### config.mk
export PLATFORM = sky130hd
export DESIGN_NAME = z80_bus_target
export DESIGN_NICKNAME = d
export VERILOG_FILES = /design/src/rtl/z80_bus_target.sv
export SDC_FILE = /design/constraint.sdc
export NUM_CORES = 1
export LEC_CHECK = 0
export BUFFER_PORTS_ARGS = -buffer_cell sky130_fd_sc_hd__buf_4
export CAP_MARGIN = 25
export CORE_MARGIN = 2
export CORE_UTILIZATION = 40
export DETAILED_ROUTE_END_ITERATION = 10
export GPL_TIMING_DRIVEN = 1
export PLACE_DENSITY = 0.72
export SLEW_MARGIN = 20
export SYNTH_ARGS = -nofsm -noshare
export SYNTH_HDL_FRONTEND = slang
export SYNTH_SLANG_ARGS = --single-unit
export TNS_END_PERCENT = 50
### constraint.sdc
create_clock -name wb_clk_i -period 2 [get_ports wb_clk_i]
set_clock_uncertainty 0.05 [all_clocks]
set_input_delay 0.1 -clock wb_clk_i [delete_from_list [all_inputs] [get_ports wb_clk_i]]
set_output_delay 0.1 -clock wb_clk_i [all_outputs]
set_load 0.02 [all_outputs]
### src/rtl/z80_bus_target.sv
// Z80 bus target: decodes Z80 memory/I/O cycles into backend requests, holds WAIT until ack or timeout.
// Optional interrupt-acknowledge support is enabled by defining Z80_TGT_INTACK_EN.
//
// state  | meaning
// IDLE   | waiting for a decodable Z80 cycle
// REQ    | backend request outstanding, WAIT asserted
// RDRIVE | read data driven until rd_n rises
// WHOLD  | write done, holding until wr_n rises
// INTA   | interrupt vector driven until iorq_n rises (Z80_TGT_INTACK_EN only)
module z80_bus_target #(
  parameter int TIMEOUT = 255
) (
  input  logic        wb_clk_i,
  input  logic        wb_rst_i,
  input  logic        mreq_n,
  input  logic        iorq_n,
  input  logic        rd_n,
  input  logic        wr_n,
  input  logic        m1_n,
  input  logic        rfsh_n,
  input  logic [15:0] addr,
  input  logic [7:0]  dbus_in,
  output logic [7:0]  dbus_out,
  output logic        dbus_oe,
  output logic        wait_n,
  output logic        req,
  output logic        req_io,
  output logic        req_we,
  output logic [15:0] req_addr,
  output logic [7:0]  req_wdata,
  input  logic        ack,
  input  logic [7:0]  rdata,
  input  logic [7:0]  int_vector,
  output logic        bus_err,
  input  logic        err_clr
);

`ifdef Z80_TGT_INTACK_EN
  typedef enum logic [2:0] {IDLE, REQ, RDRIVE, WHOLD, INTA} state_t;
`else
  typedef enum logic [2:0] {IDLE, REQ, RDRIVE, WHOLD} state_t;
`endif

  state_t     state, state_d;
  logic [7:0] cnt;
  logic       armed;
  logic       all_high;
  logic       mem_rd, mem_wr, io_rd, io_wr;
  logic       latch_req, set_err, ld_rdata, ld_ff, ld_vec, cnt_inc;
  logic       oe_d;

  assign all_high = mreq_n & iorq_n & rd_n & wr_n & m1_n & rfsh_n;
  assign mem_rd   = !mreq_n && !rd_n && rfsh_n;
  assign mem_wr   = !mreq_n && !wr_n && rfsh_n;
  assign io_rd    = !iorq_n && m1_n && !rd_n;
  assign io_wr    = !iorq_n && m1_n && !wr_n;

  always_comb begin
    state_d   = state;
    latch_req = 1'b0;
    set_err   = 1'b0;
    ld_rdata  = 1'b0;
    ld_ff     = 1'b0;
    ld_vec    = 1'b0;
    cnt_inc   = 1'b0;
    case (state)
      IDLE: begin
        // armed stays low after reset until the bus has been seen fully idle
        if (armed) begin
          if (!mreq_n && !iorq_n) begin
            set_err = 1'b1;
          end else if (mem_rd || mem_wr || io_rd || io_wr) begin
            state_d   = REQ;
            latch_req = 1'b1;
          end
`ifdef Z80_TGT_INTACK_EN
          else if (!iorq_n && !m1_n) begin
            state_d = INTA;
            ld_vec  = 1'b1;
          end
`endif
        end
      end
      REQ: begin
        if (ack) begin
          state_d  = req_we ? WHOLD : RDRIVE;
          ld_rdata = !req_we;
        end else if (cnt == 8'(TIMEOUT - 1)) begin
          state_d = req_we ? WHOLD : RDRIVE;
          ld_ff   = !req_we;
          set_err = 1'b1;
        end else begin
          cnt_inc = 1'b1;
        end
      end
      RDRIVE: if (rd_n) state_d = IDLE;
      WHOLD:  if (wr_n) state_d = IDLE;
`ifdef Z80_TGT_INTACK_EN
      INTA:   if (iorq_n) state_d = IDLE;
`endif
      default: state_d = IDLE;
    endcase
  end

`ifdef Z80_TGT_INTACK_EN
  assign oe_d = (state_d == RDRIVE) || (state_d == INTA);
`else
  assign oe_d = (state_d == RDRIVE);
`endif

  always_ff @(posedge wb_clk_i) begin
    if (wb_rst_i) begin
      state     <= IDLE;
      armed     <= 1'b0;
      cnt       <= 8'd0;
      req       <= 1'b0;
      req_io    <= 1'b0;
      req_we    <= 1'b0;
      req_addr  <= 16'd0;
      req_wdata <= 8'd0;
      dbus_out  <= 8'd0;
      dbus_oe   <= 1'b0;
      wait_n    <= 1'b1;
      bus_err   <= 1'b0;
    end else begin
      state   <= state_d;
      armed   <= armed | all_high;
      req     <= (state_d == REQ);
      wait_n  <= (state_d != REQ);
      dbus_oe <= oe_d;
      if (latch_req)    cnt <= 8'd0;
      else if (cnt_inc) cnt <= cnt + 8'd1;
      if (latch_req) begin
        req_addr  <= addr;
        req_io    <= !iorq_n;
        req_we    <= !wr_n;
        req_wdata <= dbus_in;
      end
      if (ld_rdata)    dbus_out <= rdata;
      else if (ld_ff)  dbus_out <= 8'hFF;
      else if (ld_vec) dbus_out <= int_vector;
      if (set_err)      bus_err <= 1'b1;
      else if (err_clr) bus_err <= 1'b0;
    end
  end

endmodule

## Word level (Yosys, flattened, before mapping)

Cells that the tools add are included.

| word-level totals | value |
|---|---|
| register bits after elaboration | 50 |
| input port bits | 50 |
| output and inout port bits | 38 |
| word-level logic and storage cells | 76 |

| operators by class | value |
|---|---|
| add/sub/neg operators | 1 |
| equal/unequal tests | 7 |
| multiplexer cells | 30 |
| bitwise logic cells | 6 |
| reduce and logical (&&, ||, !) cells | 20 |

Operator list:

| kind | count |
|---|---|
| $mux W3 | 7 |
| $mux W1 | 19 |
| $mux W8 | 2 |
| $pmux W3 S4 | 1 |
| $eq A3 B2 Y1 const B | 3 |
| $add A8 B1 Y8 const B | 1 |
| $eq A8 B8 Y1 const B | 1 |
| $logic_and A1 B1 Y1 | 8 |
| $eq A3 B1 Y1 const B | 2 |
| $and A1 B1 Y1 | 5 |
| $logic_not A1 Y1 | 5 |
| $reduce_bool A2 Y1 | 2 |
| $logic_not A3 Y1 | 1 |
| $logic_or A1 B1 Y1 | 3 |
| $ne A3 B1 Y1 const B | 1 |
| $pmux W1 S2 | 1 |
| $reduce_or A2 Y1 | 1 |
| $or A1 B1 Y1 | 1 |

## Logic depth before layout (Yosys ltp)

Gate-level depths: netlist (run 1).

| logic depth | value |
|---|---|
| depth in word-level cells | 11 |
| depth in mapped cells | 7 |
| gate-level depth less buffers | 6 |

## Worst setup path after synthesis (run 1)

Ideal clock, no wire load.

| path | value |
|---|---|
| path type | flip-flop to flip-flop |
| from | reg state[2] |
| to | reg req_addr[10] |
| library setup time | 0.128 ns |
| data arrival time | 1.738 ns |
| data required time | 1.822 ns |
| path slack | 0.084 ns |
| cell stages (with the launch flop) | 8 |
| path buffers | 3 |
| clock period less this slack | 1.916 ns |
| cells stage by stage | dfxtp_1 -> buf_6 -> or4b_4 -> a221oi_4 -> buf_12 -> buf_12 -> mux2i_1 -> nor2_1 |

| on the way | value |
|---|---|
| longest elaborated chain between the ends | 2 |

Ends and longest elaborated chain:

| element | line | text |
|---|---|---|
| from (decl) | 44 | `state_t state, state_d;` |
| from (signal assigned) | 126 | `state <= state_d;` |
| $logic_not A3 Y1 | 66 | `case (state)` |
| $mux W1 | 66 |  |
| to (signal assigned) | 134 | `req_addr <= addr;` |
| to (decl) | 29 | `output logic [15:0] req_addr,` |

No other way between the ends.
A chain may end at the register's enable or synchronous reset.

## Worst setup path after layout (run 1)

| path | value |
|---|---|
| from | reg state[2] |
| to | reg req_addr[5] |

Same word-level chain as after synthesis.

==> results.cfg, run 1 <==
[outcome]
outcome = complete, no violations

[finish]
seqCellArea_um2 = 1000
final_nets = 350
areaGrowthSynthToFinish_pct = 48.9
fin_area_um2 = 3030
fillers = 420
antenna_cells = 0
multiInputGateArea_um2 = 920
drive_above_1_share_pct = 37.6
final_util_pct = 62.8

[pwr]
p_leak_uw = 0.00126
power_uw = 1830
peakVddDrop_v = 0.000357
cellPowerDensity_nw_per_um2 = 606

[timing]
hold_viol_final = 0
period_needed_ns = 1.90
rsz0062_at_grt = no
timing.hold.ws_ns = 0.00566
setup_viol_count_final = 0
slew_viol_final = 0
finalCritPeriodShare_pct = 94.9
fmax_ghz = 0.527
setup-tns-final_ns = 0

[floorplanning]
die_y_um = 75.3
core_um2 = 4820
ioPinCount = 88
die_w_um = 75.3
initial_core_util_pct = 42.2
die_area_um2 = 5670
rows = 25

[drt]
dr.first_iter.drc_count = 78
vias = 1794
detail-route-antenna-nets = 0
drt_pass1_iterations = 4
routed_wirelength_um = 4850
wl_per_cell_um = 13.3
viasPerCell = 4.92
drc = 0

[global_route]
grt_max_degree = 34
grt_pass1_vias = 1726
grt_pass1_wl_um = 7670
track_usage_pct = 17.8
antenna_found_initial = 0
grt_overflow = 0

[clock_tree]
cts-buffers-inserted = 5
post_cts_buffers = 0
worstSkewPairLatency_ns = 0.30
htree_levels = 2
cts_tree = built
cts_root_buf = clkbuf_8
clock_sinks = 50
clockBufferDepth = 2
clk_pin_slew_worst_paths_ns = 0.09

[logic_synthesis]
ys_warn_count = 0
yosys.area_share.simple_pct = 17.0
yosysUniqueCellTypes = 40
async_flop_share_pct = 0
avgSynthCellArea_um2 = 10.6
synthesis.area_um2 = 2030
yosys.area_share.adder_pct = 1.23
synthMuxAreaShare_pct = 13.9
syn-num-nets = 243
synth_xor_area_share_pct = 0.862
ys_ff_latch = 50
netlist_instances = 191
synth_top_flop_cell = dfxtp_1
yosysSeqAreaShare_pct = 49.3
synth_compound_area_share_pct = 12.0
synth_top_family_by_area = simple AND/OR/NAND/NOR gates
synth-edff-count = 0

[placed_design]
port_buffers = 79
gp_congestion = 0.773
placed_area_um2 = 2680
hpwl_um = 3230

[worst_setup_path]
end_kind = register
critPathLaunchType = register
crit_type = reg -> reg
worstPathRequired_ns = 2.13
reg2reg_depth = 5
worst-path-max-fanout = 19
cp_data_arrival_time_ns = 2.03

[worst_hold_path]
holdPathStages = 2
hold_path.class = in -> reg

[flow_run]
maxCapViolations = 0
-- layout make-up --
| class | count | area share, % |
|---|---|---|
| clock buffers | 5 | 2.27 |
| clock inverters | 2 | 1.28 |
| inverters | 4 | 0.496 |
| multi-input cells | 127 | 30.4 |
| well taps | 67 | 2.77 |
| repair buffers | 110 | 29.7 |
| flip-flops and latches | 50 | 33.1 |
-- registers in the layout (all words and copies together) (netlist names) --
signal     cells
req_addr      16
cnt            8
dbus_out       8
req_wdata      8
state          3
armed          1
bus_err        1
dbus_oe        1
req            1
req_io         1
req_we         1
wait_n         1
-- cells in the mapped netlist (2+ instances only) --
library cell | number | area (µm²)
nand3_1 | 4 | 20.0
clkbuf_1 | 4 | 15.0
dfxtp_1 | 50 | 1000
ha_1 | 2 | 25.0
a31oi_1 | 2 | 12.5
and3_1 | 2 | 12.5
nand4_1 | 4 | 25.0
o21a_1 | 2 | 15.0
inv_1 | 4 | 15.0
o21ai_0 | 2 | 10.0
nor2_1 | 37 | 139
buf_12 | 3 | 60.1
and4_1 | 2 | 17.5
and2_1 | 2 | 12.5
a211oi_2 | 2 | 25.0
nand3b_1 | 2 | 15.0
mux2i_1 | 27 | 270
a21oi_1 | 6 | 30.0
o221a_2 | 8 | 90.1
nand2_1 | 4 | 15.0
a211oi_1 | 2 | 15.0
nor2_2 | 2 | 12.5
-- final timing paths --
path,start,to,slack [ns]
hold reg to reg,armed,armed,0.45
hold / removal,rdata[7],dbus_out[7],0.006
setup / recovery,state[2],req_addr[5],0.10
setup reg to reg,state[2],req_addr[5],0.10
-- worst max-delay path, stage by stage (launching register included) --
cell and delay [ns]:
dfxtp_1 0.32, or4b_4 0.56, a221oi_4 0.31, buf_12 0.23, mux2i_1 0.22, nor2_1 0.06
-- through the flow --
step	std cells	setup slack [ns]
2_1_floorplan	191	0.0840
3_3_place_gp	334	0.138
3_5_place_dp	334	0.137
4_1_cts	365	0.0872
5_1_grt	365	0.0349
6_report	365	0.102
-- where the power goes --
part | total [µW] | switching (µW) | internal, µW | leakage [µW]
Clock | 694 | 326 | 368 | 0.0000542
Combinational | 141 | 50.3 | 90.6 | 0.000804
Sequential | 998 | 1.03 | 996 | 0.000403
-- kinds of logic after synthesis --
family                     after synthesis
buffers and inverters                   14
xor gates and xnor gates                 2
AOI/OAI and AO/OA                       27
muxes                                   28
DFF                                     50
other                                    1
and+or+nand+nor                         67
adders and majority gates                2
-- cells in the final DEF (no fill, tap or decap), drive strengths merged, types with 2 or more instances in the layout --
| cell type | n |
|---|---|
| a211oi | 4 |
| a21oi | 6 |
| a31oi | 2 |
| and2 | 2 |
| and3 | 2 |
| and4 | 2 |
| buf | 86 |
| clkbuf | 5 |
| dfxtp | 50 |
| dlygate4sd3 | 24 |
| ha | 2 |
| inv | 4 |
| mux2i | 27 |
| nand2 | 4 |
| nand3 | 4 |
| nand3b | 2 |
| nand4 | 4 |
| nor2 | 39 |
| nor4b | 2 |
| o21a | 2 |
| o21ai | 2 |
| o221a | 8 |
-- metal layers --
metal	track usage (%)	up-vias	part of all wire, %
met5	0	-	0
met4	6.82	0	1.6
met3	4.55	6	5.2
met2	30.2	43	51
met1	21.7	851	42
li1	-	894	-
-- repair_timing --
| action | CTS | global route |
|---|---|---|
| hold buffers | 24 | 0 |
| endpoints found under the hold margin | 24 | 0 |
| gates resized for setup | 0 | 1 |
| setup endpoints to repair | 0 | 8 |
Power figures use the tool's default switching activity.
==> run 2: changes to the inputs <==
REMOVE_ABC_BUFFERS = 1   (was unset)
==> results.cfg, run 2 (synthesized netlist as in run 1, its figures left out) <==
[clock_tree]
htree_levels = 2
cts-buffers-inserted = 5
cts_root_buf = clkbuf_8
post_cts_buffers = 0
worstSkewPairLatency_ns = 0.30
cts_resized = 0
cts_tree = built
clockBufferDepth = 2
clk_pin_slew_worst_paths_ns = 0.09
clock_sinks = 50

[worst_setup_path]
crit_buf_inv = 1
rr_startpoint = state[2]
cp_cell_sequence = or4b_4, a221oi_4, buf_12, mux2i_1, nor2_1
worst-path-max-fanout = 24
max_stage_delay_ns = 0.55
crit_slowest_cell = or4b_4
worstReg2RegEnd = req_wdata[4]
cp-endpoint = req_wdata[4]
end_kind = register
worstPathRequired_ns = 2.13
crit_type = reg -> reg
cp_data_arrival_time_ns = 2.02
reg2reg_depth = 5
cp_top_family = simple AND/OR/NAND/NOR gates
cp.depth = 5
critPathLaunchType = register
reg2reg_slack_ns = 0.11
critPathLaunch = state[2]

[placed_design]
dpl_worst_slack_ns = 0.157
place_inst = 334
gp_congestion = 0.879
port_buffers = 79
hpwl_um = 3310

[floorplanning]
core_um2 = 4820
ioPinCount = 88
initial_core_util_pct = 42.2
die_area_um2 = 5670
rows = 25
die_w_um = 75.3
die_y_um = 75.3

[timing]
finalCritPeriodShare_pct = 94.5
hold_viol_final = 0
period_needed_ns = 1.89
slew_viol_final = 0
worst_slack_ns = 0.111
fmax_ghz = 0.529
setup_viol_count_final = 0
rsz0062_at_grt = no
timing.hold.ws_ns = 0.00390

[finish]
final_cell_mix = 85 x buf_4, 50 x dfxtp_1, 37 x nor2_1, 29 x dlygate4sd3_1, 27 x mux2i_1
antenna_cells = 0
largest_reg_flops = 16
final_nets = 355
fin_cells = 371
areaGrowthSynthToFinish_pct = 51.5
regMostFlops = req_addr
drive_above_1_share_pct = 36.8
layout_commonest_cell = buf_4

[global_route]
grt_max_degree = 34
antenna_found_initial = 0
grt_pass1_wl_um = 8100
track_usage_pct = 18.4
grt_overflow = 0
grt_pass1_vias = 1785

[drt]
viasPerCell = 4.84
drc = 0
drt_pass1_iterations = 4
dr.first_iter.drc_count = 133
wl_per_cell_um = 13.3
routed_wirelength_um = 4940
detail-route-antenna-nets = 0
vias = 1794

[outcome]
outcome = complete, no violations

[pwr]
power_uw = 1860
cellPowerDensity_nw_per_um2 = 605
p_leak_uw = 0.00129
peakVddDrop_v = 0.000366

[flow_run]
maxCapViolations = 0

[worst_hold_path]
hold_path.class = in -> reg
==> run 2: cell types whose count changed in the layout (fill, tap and decap cells not counted) <==
cell	delta
clkinv_4	-1
dlygate4sd3_1	+5
inv_6	+1
nor2_2	-1
nor2_1	+1
clkinv_2	+1
==> run 2: power breakdown <==
| group | internal, µW | switching (µW) | total, µW | leakage [µW] |
|---|---|---|---|---|
| Combinational | 96.8 | 51.6 | 148 | 0.000825 |
| Sequential | 997 | 1.07 | 998 | 0.000403 |
| Clock | 375 | 339 | 715 | 0.0000585 |
==> run 2: cell type report <==
class | instances | area (µm²)
repair buffers | 115 | 948
multi-input cells | 127 | 917
clock inverters | 3 | 43.8
flip-flops and latches | 50 | 1000
inverters | 4 | 15.0
fillers | 418 | 1740
well taps | 67 | 83.8
clock buffers | 5 | 68.8
==> run 2: stage by stage <==
step	area (µm²)	TNS [ns]	utilization [%]
finish	3080	0	63.9
global route	3080	0	63.9
CTS	3060	0	63.5
detailed placement	2680	0	55.5
global placement	2680	0	55.5
floorplan	1930	-19.51	-
==> run 2: worst min path at each step <==
stage,from,endpoint,slack [ns],cells past startpoint
6_report,addr[7],req_addr[7],0.004,3
5_1_grt,rdata[1],dbus_out[1],0.0008,2
4_1_cts,rdata[7],dbus_out[7],0.004,2
3_5_place_dp,iorq_n,req_io,0.28,2
3_3_place_gp,iorq_n,req_io,0.27,2
2_1_floorplan,wb_rst_i,req_io,0.11,1
==> run 2: worst register-to-register path, stage by stage, from the launching register on <==
cell,delay (ns)
dfxtp_1,0.32
or4b_4,0.55
a221oi_4,0.27
buf_12,0.25
mux2i_1,0.27
nor2_1,0.07
==> run 2: per-layer routing <==
| metal | vias up | routed length, µm | track usage [%] |
|---|---|---|---|
| li1 | 906 | - | - |
| met1 | 838 | 2120 | 23.1 |
| met2 | 44 | 2540 | 31.9 |
| met3 | 6 | 238 | 5.09 |
| met4 | 0 | 40 | 4.09 |
| met5 | - | 0 | 0 |
==> run 2: timing repair <==
action,in CTS,in global routing
endpoints found under the setup margin,0,0
hold endpoints to repair,27,2
hold buffers,27,2
==> run 3: changes to the inputs <==
SETUP_SLACK_MARGIN = 0.5   (was unset)
==> results.cfg, run 3 (synthesized netlist as in run 1, its figures left out) <==
[worst_setup_path]
cp_data_arrival_time_ns = 1.99
worstPathRequired_ns = 2.13
max_stage_delay_ns = 0.55
critPathLaunchType = register
crit_buf_inv = 2
crit_type = reg -> reg
cp_cell_sequence = or4b_4, a221oi_4, buf_6, clkbuf_16, mux2i_1, nor2_1
crit_slowest_cell = or4b_4
cp_top_family = simple AND/OR/NAND/NOR gates
worst-path-max-fanout = 6
end_kind = register

[pwr]
p_leak_uw = 0.00133
peakVddDrop_v = 0.000356
power_uw = 1860
cellPowerDensity_nw_per_um2 = 581

[placed_design]
hpwl_um = 3310
port_buffers = 79
place_inst = 334
gp_congestion = 0.879

[timing]
hold_viol_final = 0
setup-tns-final_ns = 0
slew_viol_final = 0
period_needed_ns = 1.86
rsz0062_at_grt = yes
fmax_ghz = 0.537
finalCritPeriodShare_pct = 93.1
setup_viol_count_final = 0

[outcome]
outcome = complete, no violations

[global_route]
antenna_found_initial = 0
grt_overflow = 0
grt_pass1_wl_um = 8440
grt_pass1_vias = 1841
grt_max_degree = 34
track_usage_pct = 19.2

[floorplanning]
rows = 25
die_y_um = 75.3
die_area_um2 = 5670
ioPinCount = 88
initial_core_util_pct = 42.2
core_um2 = 4820
die_w_um = 75.3

[drt]
drt_pass1_iterations = 4
viasPerCell = 5.03
route.met2.wl_um = 2860
wl_met1_um = 2180
drc = 0
detail-route-antenna-nets = 0
wl_per_cell_um = 14.5
routed_wirelength_um = 5430
vias = 1886
topRoutingLayerUsed = met4
dr.first_iter.drc_count = 122
wl_met3_um = 302

[finish]
final_nets = 359
final_util_pct = 66.4
layout_commonest_cell = buf_4
antenna_cells = 0
largest_reg_flops = 16
fin_cells = 375
final_cell_mix = 85 x buf_4, 50 x dfxtp_1, 37 x nor2_1, 28 x dlygate4sd3_1, 23 x mux2i_1
areaGrowthSynthToFinish_pct = 57.5
drive_above_1_share_pct = 39.9
regMostFlops = req_addr

[flow_run]
maxCapViolations = 0

[clock_tree]
cts_tree = built
htree_levels = 2
clk_pin_slew_worst_paths_ns = 0.09
cts-buffers-inserted = 5
clock_sinks = 50
clockBufferDepth = 2
cts_root_buf = clkbuf_8
worstSkewPairLatency_ns = 0.30

[worst_hold_path]
hold_path.class = in -> reg
run 3: path summary, 6_finish.rpt:
path / startpoint / cells after the start / to / slack (ns)
min: addr[7] / 3 / req_addr[7] / 0.005
max: state[1] / 6 / req_addr[11] / 0.14
max reg2reg: state[1] / 6 / req_addr[11] / 0.14
min reg2reg: req_addr[0] / 2 / req_addr[0] / 0.45
run 3: layer usage:
metal	global-route usage, %	vias to the layer above
met2	33.4	63
met1	23.5	903
met3	4.55	10
met5	0	-
li1	-	910
met4	5.85	0
run 3: final cells by class:
class | instances | area (µm²)
fillers | 393 | 1620
repair buffers | 119 | 1040
flip-flops and latches | 50 | 1000
multi-input cells | 127 | 950
well taps | 67 | 83.8
clock buffers | 5 | 68.8
clock inverters | 3 | 43.8
inverters | 4 | 15.0
run 3: power by group:
group	leakage (µW)	internal [µW]	switching (µW)
Sequential	0.000403	997	1.13
Clock	0.0000585	375	337
Combinational	0.000872	97.3	53.4
Total	0.00133	1470	391
run 3: what timing repair did:
item                                   in CTS  in global routing
gates cloned                                1                  2
endpoints found under the hold margin      27                  1
setup buffers                               2                  0
gates resized for setup                     3                  8
setup endpoints to repair                  47                 48
pin swaps                                   1                  2
hold buffers                               27                  1
run 3: through the flow:
stage | area [µm²] | hold slack (ns) | worst slack (ns)
floorplan | 1930 | 0.115 | -0.590
global placement | 2680 | 0.271 | 0.200
detailed placement | 2680 | 0.276 | 0.157
CTS | 3110 | 0.00360 | 0.174
global route | 3200 | 0.00131 | 0.0787
finish | 3200 | 0.00523 | 0.138
run 3: worst min-delay path, stage by stage:
cell,delay [ns]
buf_4,0.08
mux2i_2,0.06
nor2_1,0.08
